$ cat config.mk
export PLATFORM = sky130hd
export DESIGN_NAME = dm_scroll_feeder
export DESIGN_NICKNAME = d
export VERILOG_FILES = /design/src/rtl/dm_pkg.sv /design/src/rtl/dm_tick_div.sv /design/src/rtl/dm_scroll_feeder.sv
export SDC_FILE = /design/constraint.sdc
export NUM_CORES = 1
export LEC_CHECK = 0
export ABC_AREA = 1
export ABC_CLOCK_PERIOD_IN_PS = 3100
export CORE_MARGIN = 3
export CORE_UTILIZATION = 39
export CTS_CLUSTER_DIAMETER = 120
export CTS_CLUSTER_SIZE = 25
export DETAILED_ROUTE_END_ITERATION = 8
export PLACE_DENSITY_LB_ADDON = 0.2
export SLEW_MARGIN = 20
export SYNTH_ARGS = -nofsm -noshare
export SYNTH_HDL_FRONTEND = slang
export SYNTH_SLANG_ARGS = --single-unit
$ cat constraint.sdc
create_clock -name CLK -period 3.1 [get_ports CLK]
set_input_delay 0.62 -clock CLK [delete_from_list [all_inputs] [get_ports CLK]]
set_output_delay 0.62 -clock CLK [all_outputs]
set_load 0.1 [all_outputs]
$ cat src/rtl/dm_pkg.sv
// dm_pkg: shared state encoding, default geometry and modulo-length window arithmetic
package dm_pkg;
   typedef enum logic [2:0] {IDLE, CLEAR, FETCH, WRITE, WAIT} state_t;
   localparam int COLS_DEF = 16;
   localparam int ROWS_DEF = 16;
   function automatic int unsigned wrap_add(input int unsigned a, input int unsigned b, input int unsigned m);
      return (a + b >= m) ? a + b - m : a + b;
   endfunction
   function automatic int unsigned wrap_sub(input int unsigned a, input int unsigned b, input int unsigned m);
      return (a >= b) ? a - b : a + m - b;
   endfunction
endpackage

$ cat src/rtl/dm_tick_div.sv
// dm_tick_div: free-running scroll-step divider, held at zero while not running
module dm_tick_div #(
   parameter int TICK_DIV = 50000,
   localparam int CW = $clog2(TICK_DIV)
)(
   input  logic CLK,
   input  logic RESET,
   input  logic run,
   output logic tick
);
   logic [CW-1:0] count;
   assign tick = run && count == CW'(TICK_DIV - 1);
   always_ff @(posedge CLK)
      if (!RESET || !run) count <= '0;
      else count <= (count == CW'(TICK_DIV - 1)) ? '0 : count + 1'b1;
endmodule

$ cat src/rtl/dm_scroll_feeder.sv
// dm_scroll_feeder: marquee window writer for the 16x16 dot-matrix driver
// DM_FEEDER_DIR_EN adds a DIR input selecting the scroll direction.
module dm_scroll_feeder
   import dm_pkg::*;
#(
   parameter int COLS     = COLS_DEF,
   parameter int ROWS     = ROWS_DEF,
   parameter int ID_W     = 5,
   parameter int MSG_COLS = 64,
   parameter int TICK_DIV = 50000,
   localparam int AW = $clog2(MSG_COLS)
)(
   input  logic            CLK,
   input  logic            RESET,
   input  logic            EN,
`ifdef DM_FEEDER_DIR_EN
   input  logic            DIR,
`endif
   output logic [AW-1:0]   src_addr,
   input  logic [ROWS-1:0] src_data,
   output logic            LOAD,
   output logic [ID_W-1:0] column_id,
   output logic [ROWS-1:0] in_column,
   output logic            IN_CLR,
   output logic            busy,
   output logic            frame_done
);
   state_t state, nxt;
   logic [AW-1:0] offset, offset_n;
   logic [ID_W-1:0] col, col_n;
   logic pending, pending_n, tick, adv, last, dir;
`ifdef DM_FEEDER_DIR_EN
   assign dir = DIR;
`else
   assign dir = 1'b0;
`endif
   dm_tick_div #(.TICK_DIV(TICK_DIV)) u_tick (
      .CLK(CLK),
      .RESET(RESET),
      .run(state != IDLE),
      .tick(tick)
   );
   always_comb begin
      last = col == ID_W'(COLS - 1);
      adv = state == WAIT && EN && (tick || pending);
      nxt = state == IDLE  ? (EN ? CLEAR : IDLE)
          : state == CLEAR ? FETCH
          : state == FETCH ? WRITE
          : state == WRITE ? (last ? WAIT : FETCH)
          : !EN            ? IDLE
          : adv            ? FETCH
          :                  WAIT;
      offset_n = !adv ? offset
               : dir  ? AW'(wrap_sub(32'(offset), 1, MSG_COLS))
               :        AW'(wrap_add(32'(offset), 1, MSG_COLS));
      col_n = state == CLEAR ? '0 : state == WRITE ? (last ? '0 : col + 1'b1) : col;
      // a tick outside WAIT is remembered once; WAIT either consumes it or abandons it on stop
      pending_n = (state == IDLE || state == WAIT) ? 1'b0 : pending | tick;
   end
   always_ff @(posedge CLK)
      if (!RESET) begin
         state      <= IDLE;
         offset     <= '0;
         col        <= '0;
         pending    <= 1'b0;
         src_addr   <= '0;
         LOAD       <= 1'b0;
         column_id  <= '0;
         in_column  <= '0;
         IN_CLR     <= 1'b0;
         busy       <= 1'b0;
         frame_done <= 1'b0;
      end else begin
         state      <= nxt;
         offset     <= offset_n;
         col        <= col_n;
         pending    <= pending_n;
         IN_CLR     <= nxt == CLEAR;
         busy       <= nxt == FETCH || nxt == WRITE;
         if (nxt == FETCH) src_addr <= AW'(wrap_add(32'(offset_n), 32'(col_n), MSG_COLS));
         // source data arrives during WRITE, so the driver strobe lands one cycle later
         LOAD       <= state == WRITE;
         frame_done <= state == WRITE && last;
         if (state == WRITE) begin
            column_id <= col;
            in_column <= src_data;
         end
      end
endmodule

## After elaboration in Yosys (flattened, before gate mapping)

Cells that the tools add are included.

| operators by class | value |
|---|---|
| add/subtract/negate cells | 6 |
| order comparisons | 2 |
| equality and inequality tests | 9 |
| muxes and demuxes | 14 |
| bitwise gates (word level) | 2 |
| reductions and logical operators | 14 |

Operators with widths:

| operator | count |
|---|---|
| two-way mux 3 bit | 7 |
| two-way mux 6 bit | 3 |
| adder 16 x 1 -> 16 bit, second input constant | 1 |
| equality test 16 bit, second input constant | 1 |
| two-way mux 5 bit | 3 |
| >= comparator 7 bit, second input constant | 2 |
| equality test 3 x 2 -> 1 bit, second input constant | 4 |
| subtractor 6 x 1 -> 6 bit, second input constant | 2 |
| adder 6 x 1 -> 7 bit, second input constant | 1 |
| adder 6 x 5 -> 7 bit | 1 |
| equality test 3 x 1 -> 1 bit, second input constant | 2 |
| adder 5 x 1 -> 5 bit, second input constant | 1 |
| equality test 5 x 4 -> 1 bit, second input constant | 1 |
| logical AND 1 bit | 4 |
| logical OR 1 bit | 4 |
| OR reduction 2 bit | 2 |
| equality test 3 bit, second input constant | 1 |
| zero test 3 bit | 1 |
| nonzero test 3 bit | 1 |
| zero test 1 bit | 2 |
| two-way mux 1 bit | 1 |
| inverter 1 bit | 1 |
| bitwise OR 1 bit | 1 |

| word-level totals | value |
|---|---|
| register bits | 62 |
| input port bits | 19 |
| output and inout bits | 31 |
| word-level logic and storage cells | 59 |

## Depth between registers and ports, before layout

| logic depth | value |
|---|---|
| word-level depth | 12 |
| gate-level depth with buffers | 19 |
| mapped depth without buffers | 18 |

## Hierarchy

A second synthesis with hierarchy kept.

| unflattened totals | value |
|---|---|
| cells, all modules | 401 |
| area, all modules | 2926.6 µm² |

Modules (own cells, without submodules):

| module | instances | cells each | area an instance (µm²) | sequential area each (µm²) |
|---|---|---|---|---|
| dm_scroll_feeder | 1 | 266 | 2011.9 | 920.9 |
| dm_tick_div | 1 | 135 | 914.6 | 320.3 |

## Worst setup path after synthesis

Ideal clock, no wire load.

| timing path | value |
|---|---|
| kind | flip-flop to flip-flop |
| from | reg u_tick.count[0] |
| to | reg src_addr[4] |
| setup time | 0.117 ns |
| arrival | 2.406 ns |
| data required time | 2.983 ns |
| path slack | 0.577 ns |
| cell stages (with the launch flop) | 18 |
| buffers on the path | 1 |
| period minus slack after synthesis | 2.523 ns |
| cell sequence | dfxtp_1 > ha_1 > nand3_1 > nor2_1 > nand3_2 > nand2_4 > nand2_4 > buf_6 > xor2_1 > inv_1 > ha_1 > inv_1 > fa_1 > nor2_1 > a211oi_1 > xnor2_1 > o21ai_0 > nor2_1 |

| on the way | value |
|---|---|
| elaborated cells on any way between the ends | 16 |
| those cells by class | 2 x add/sub; 1 x order compare; 2 x eq/ne; 8 x mux; 3 x reduce/logical |

RTL lines:

| item | line | source |
|---|---|---|
| start, declared | dm_tick_div.sv:11 | `logic [CW-1:0] count;` |
| start signal, assigned | dm_tick_div.sv:15 | `else count <= (count == CW'(TICK_DIV - 1)) ? '0 : count + 1'b1;` |
| equality test 16 bit * | dm_tick_div.sv:12 | `assign tick = run && count == CW'(TICK_DIV - 1);` |
| logical AND 1 bit * | dm_tick_div.sv:12 |  |
| logical OR 1 bit * | dm_scroll_feeder.sv:45 | `adv = state == WAIT && EN && (tick \|\| pending);` |
| logical AND 1 bit * | dm_scroll_feeder.sv:45 |  |
| two-way mux 6 bit * | dm_scroll_feeder.sv:53 | `offset_n = !adv ? offset` |
| net offset_n[0] | dm_scroll_feeder.sv:29 | `logic [AW-1:0] offset, offset_n;` |
| adder 6 x 5 -> 7 bit * | dm_pkg.sv:7 | `return (a + b >= m) ? a + b - m : a + b;` |
| subtractor 6 x 1 -> 6 bit / >= comparator 7 bit (equally long branches) | dm_pkg.sv:7 |  |
| two-way mux 6 bit * | dm_pkg.sv:7 |  |
| end signal, assigned | dm_scroll_feeder.sv:80 | `if (nxt == FETCH) src_addr <= AW'(wrap_add(32'(offset_n), 32'(col_n), MSG_COLS));` |
| end, declared | dm_scroll_feeder.sv:19 | `output logic [AW-1:0] src_addr,` |

The timed path passes the listed nets; every way through them passes the cells marked *.
A chain may end at the register's enable or synchronous reset.

## Final worst setup path

| timing path | value |
|---|---|
| from | in EN |
| to | reg src_addr[5] |

| on the way | value |
|---|---|
| elaborated cells on any way between the ends | 15 |
| those cells by class | 2 x add/sub; 1 x order compare; 1 x eq/ne; 9 x mux; 2 x reduce/logical |

RTL lines:

| item | line | source |
|---|---|---|
| start, declared | dm_scroll_feeder.sv:15 | `input logic EN,` |
| logical AND 1 bit * (2 in a row) | dm_scroll_feeder.sv:45 |  |
| two-way mux 6 bit * | dm_scroll_feeder.sv:53 |  |
| net offset_n[2] | dm_scroll_feeder.sv:29 |  |
| adder 6 x 5 -> 7 bit * | dm_pkg.sv:7 |  |
| subtractor 6 x 1 -> 6 bit / >= comparator 7 bit (equally long branches) | dm_pkg.sv:7 |  |
| two-way mux 6 bit * | dm_pkg.sv:7 |  |

Marks and branches as above.

==> metrics.txt <==
status finished, final reports clean; CTS tree done; Hold Path Origin u_tick.count[0]$_SDFF_PP0_; RR Endpoint src_addr[5]$_SDFFE_PN0N_; TNS Setup 0 ns; WP data arrival 3.11 ns; area grow syn2layout 26.51%; #FFs+latches synth 62; post-CTS sizing 0; Flop pwr share 0.440; routability cong. 0.7991; fin crit share 0.9173; CTS clk-pin slew, worst paths around 0.070 ns; Tot Pwr about 1900 uW; setup violators final 0; Max Slew Vio Count 0; hold buffers post-CTS 0; Final #Nets 455; I/O pins 50; CP Class input port to register; RSZ-0062 raised after global routing no; Yosys top cell area share 0.4464; critical path's slowest cell clkdlybuf4s50_1; worst-path maximum fanout 9; Async SR Flop Fraction 0; synth top area cells dfxtp_1 45%, nor2_1 11%, nand2_1 7.3%; CTS Root Cell clkbuf_8; hpwl dp 4441 um; Initial Utilization 0.4047; Overflow after GRT 0; leading area contributor after synthesis dfxtp_1; layout cells sized above 1 0.1458; CTS H-tree lvls 3; end of the worst hold path u_tick.count[0]$_SDFF_PP0_; Ys Warns 0; Synthesized Nets 400; EDFF count, synth 0; vias 2437; # Post-CTS Setup Buffers 0; sequential area share after synthesis 0.4464; Final Hold Fails 0; DIE WIDTH 90.43 um; Internal Power between 1000 and 1500 uW; Cell Chain, Critical Path clkdlybuf4s50_1 -> inv_1 -> nor3_4 -> nand2_4 -> nor2_1 -> xor2_1 -> inv_1 -> ha_1 -> a21oi_1 -> o21ai_0 -> nor2_1 -> nand3_1 -> nand2_1 -> nor2_1 -> nor2_1; most used cell along the critical path nor2_1; clk sink count 62; Worst R2R Start u_tick.count[0]$_SDFF_PP0_; worst skew pair latency 0.33 ns; Critical Path RT 3.37 ns; cell leakage power 0.001529 uW; DR vias/cell 4.616; most frequent cell after synthesis nor2_1; max-cap viol count 0; DRT Wirelength 6028 um; Setup crit start kind input port; worst stage delay on the critical path 0.52 ns; Mapped Cells ~370; final period demand of the worst path 2.844 ns; Hold Crit Class register to register; r2r worst-path depth 17; Syn Std Cell Area 2780 um2; syn avg cell area 7.474 um2; Sequential Area roughly 1200 um2; TritonCTS buffer count 9; post-synth cell types 34; CTS max path bufs 2; Layout fillers 692; initial antenna violation count 0; Hold Path Depth 1; switching part of the total 0.2774; first-pass GRT wire length 10570 um; top cells by count, synth 80 x nor2_1, 62 x dfxtp_1, 54 x nand2_1; die area just over 8000 um2; ANT nets after route 0; Antenna Cells 0; crit end category register; FMAX about 350 MHz; PD cells 538.3 nW/um2; r2r setup slk roughly 0.34 ns; skew final ~0.01 ns; Psw 525.2 uW; port bufs 49; Die H ~90 um; vias in the first global route about 2300; Top FF cell, synth dfxtp_1; area occupied by multi-input gates 1310 um2; IR Drop Worst-Case VDD 0.1678 mV; Logic pwr share 0.151; worst slew pin tran 0.7527 ns; Total GRT Usage 0.1593; drt initial violations 61; clock share of power 0.409; Slew HR 0.4976; WL/cell around 11 um; # DRC 0; core area 6869 um2; drt first pass iters 4; Core Rows 30; largest net degree at the start of global routing 24
-- state kept, by name, summed over array words and instances, names as in the netlist --
| name | cells |
|---|---|
| IN_CLR | 1 |
| LOAD | 1 |
| busy | 1 |
| col | 5 |
| column_id | 5 |
| frame_done | 1 |
| in_column | 16 |
| offset | 6 |
| pending | 1 |
| src_addr | 6 |
| state | 3 |
| u_tick.count | 16 |
-- power by group through the flow --
stage | logic, uW | registers (uW) | clock network [uW]
floorplan | 73.2 | 990 | 0
global placement | 287 | 851 | 0
detailed placement | 288 | 852 | 0
CTS | 289 | 834 | 795
global route | 306 | 837 | 831
finish | 286 | 833 | 773
-- worst max path at each step --
stage | slack [ns] | startpoint | depth (start not counted) | end
floorplan | 0.58 | u_tick.count[0]$_SDFF_PP0_ | 17 | src_addr[4]$_SDFFE_PN0N_
global placement | 0.11 | EN | 14 | src_addr[4]$_SDFFE_PN0N_
detailed placement | 0.008 | EN | 15 | src_addr[5]$_SDFFE_PN0N_
CTS | 0.26 | EN | 15 | src_addr[5]$_SDFFE_PN0N_
global route | 0.05 | EN | 15 | src_addr[5]$_SDFFE_PN0N_
finish | 0.26 | EN | 15 | src_addr[5]$_SDFFE_PN0N_
-- routing by layer --
layer / global-route usage / part of all wire
met5: 0 / 0
met3: 0.03250 / 0.025
met2: 0.2701 / 0.50
met1: 0.1919 / 0.46
met4: 0.07781 / 0.020
-- layout make-up --
class                           count  area share
Timing Repair Buffer               54      0.1281
Sequential cell                    62      0.3529
Inverter                           48     0.05123
Clock buffer                       12     0.04127
Tap cell                           96     0.03415
Multi-Input combinational cell    252      0.3725
Clock inverter                      4     0.01992
-- layout by cell type, fill, tap and decap left out --
cell,n
nand3_1,8
fa_1,1
o211ai_1,2
nor3b_1,4
a211oi_1,2
nor4_1,2
a31oi_1,1
nor2_2,5
nand3_2,1
o21ai_0,25
clkbuf_1,2
a21oi_1,17
nor3_1,12
o21ai_1,3
o21a_4,1
inv_2,1
nor2_1,80
inv_1,47
ha_1,8
nor3_4,1
or2_2,1
or3_1,1
xor2_1,5
clkdlybuf4s50_1,18
nand4_1,4
bufinv_16,2
buf_4,36
nand2_1,54
clkinv_2,2
xnor2_1,3
o21bai_1,4
a21boi_4,1
o2111ai_1,1
o21a_1,3
dfxtp_1,62
clkbuf_8,10
nand2_4,2
-- kinds of logic after synthesis --
logic type      after synthesis  share of synthesized area
flops                        62                     0.4464
compound gates               60                     0.1283
fa+ha+maj                     9                    0.04321
xor+xnor                      8                    0.02520
simple gates                175                     0.2745
buf+inv                      58                    0.08235
-- metrics by stage --
stage / instances / hold WS [ns] / setup slack [ns] / cell area, um2 / util
2_1_floorplan: 372 / 0.4175 / 0.5774 / 2780 / -
3_3_place_gp: 512 / 0.4300 / 0.1080 / 3302 / 0.4807
3_5_place_dp: 512 / 0.4493 / 0.007699 / 3302 / 0.4807
4_1_cts: 528 / 0.4602 / 0.2648 / 3517 / 0.5120
5_1_grt: 528 / 0.5035 / 0.05236 / 3517 / 0.5120
6_report: 528 / 0.4574 / 0.2565 / 3517 / 0.5120
-- worst max-delay path, delay by kind of cell --
family          cells  cell delay [ns]
buf+inv             3             0.70
compound gates      2             0.29
simple gates        8             0.94
xor+xnor            1             0.22
fa+ha+maj           1             0.34
Note: power is estimated with default switching activity, not from simulation.
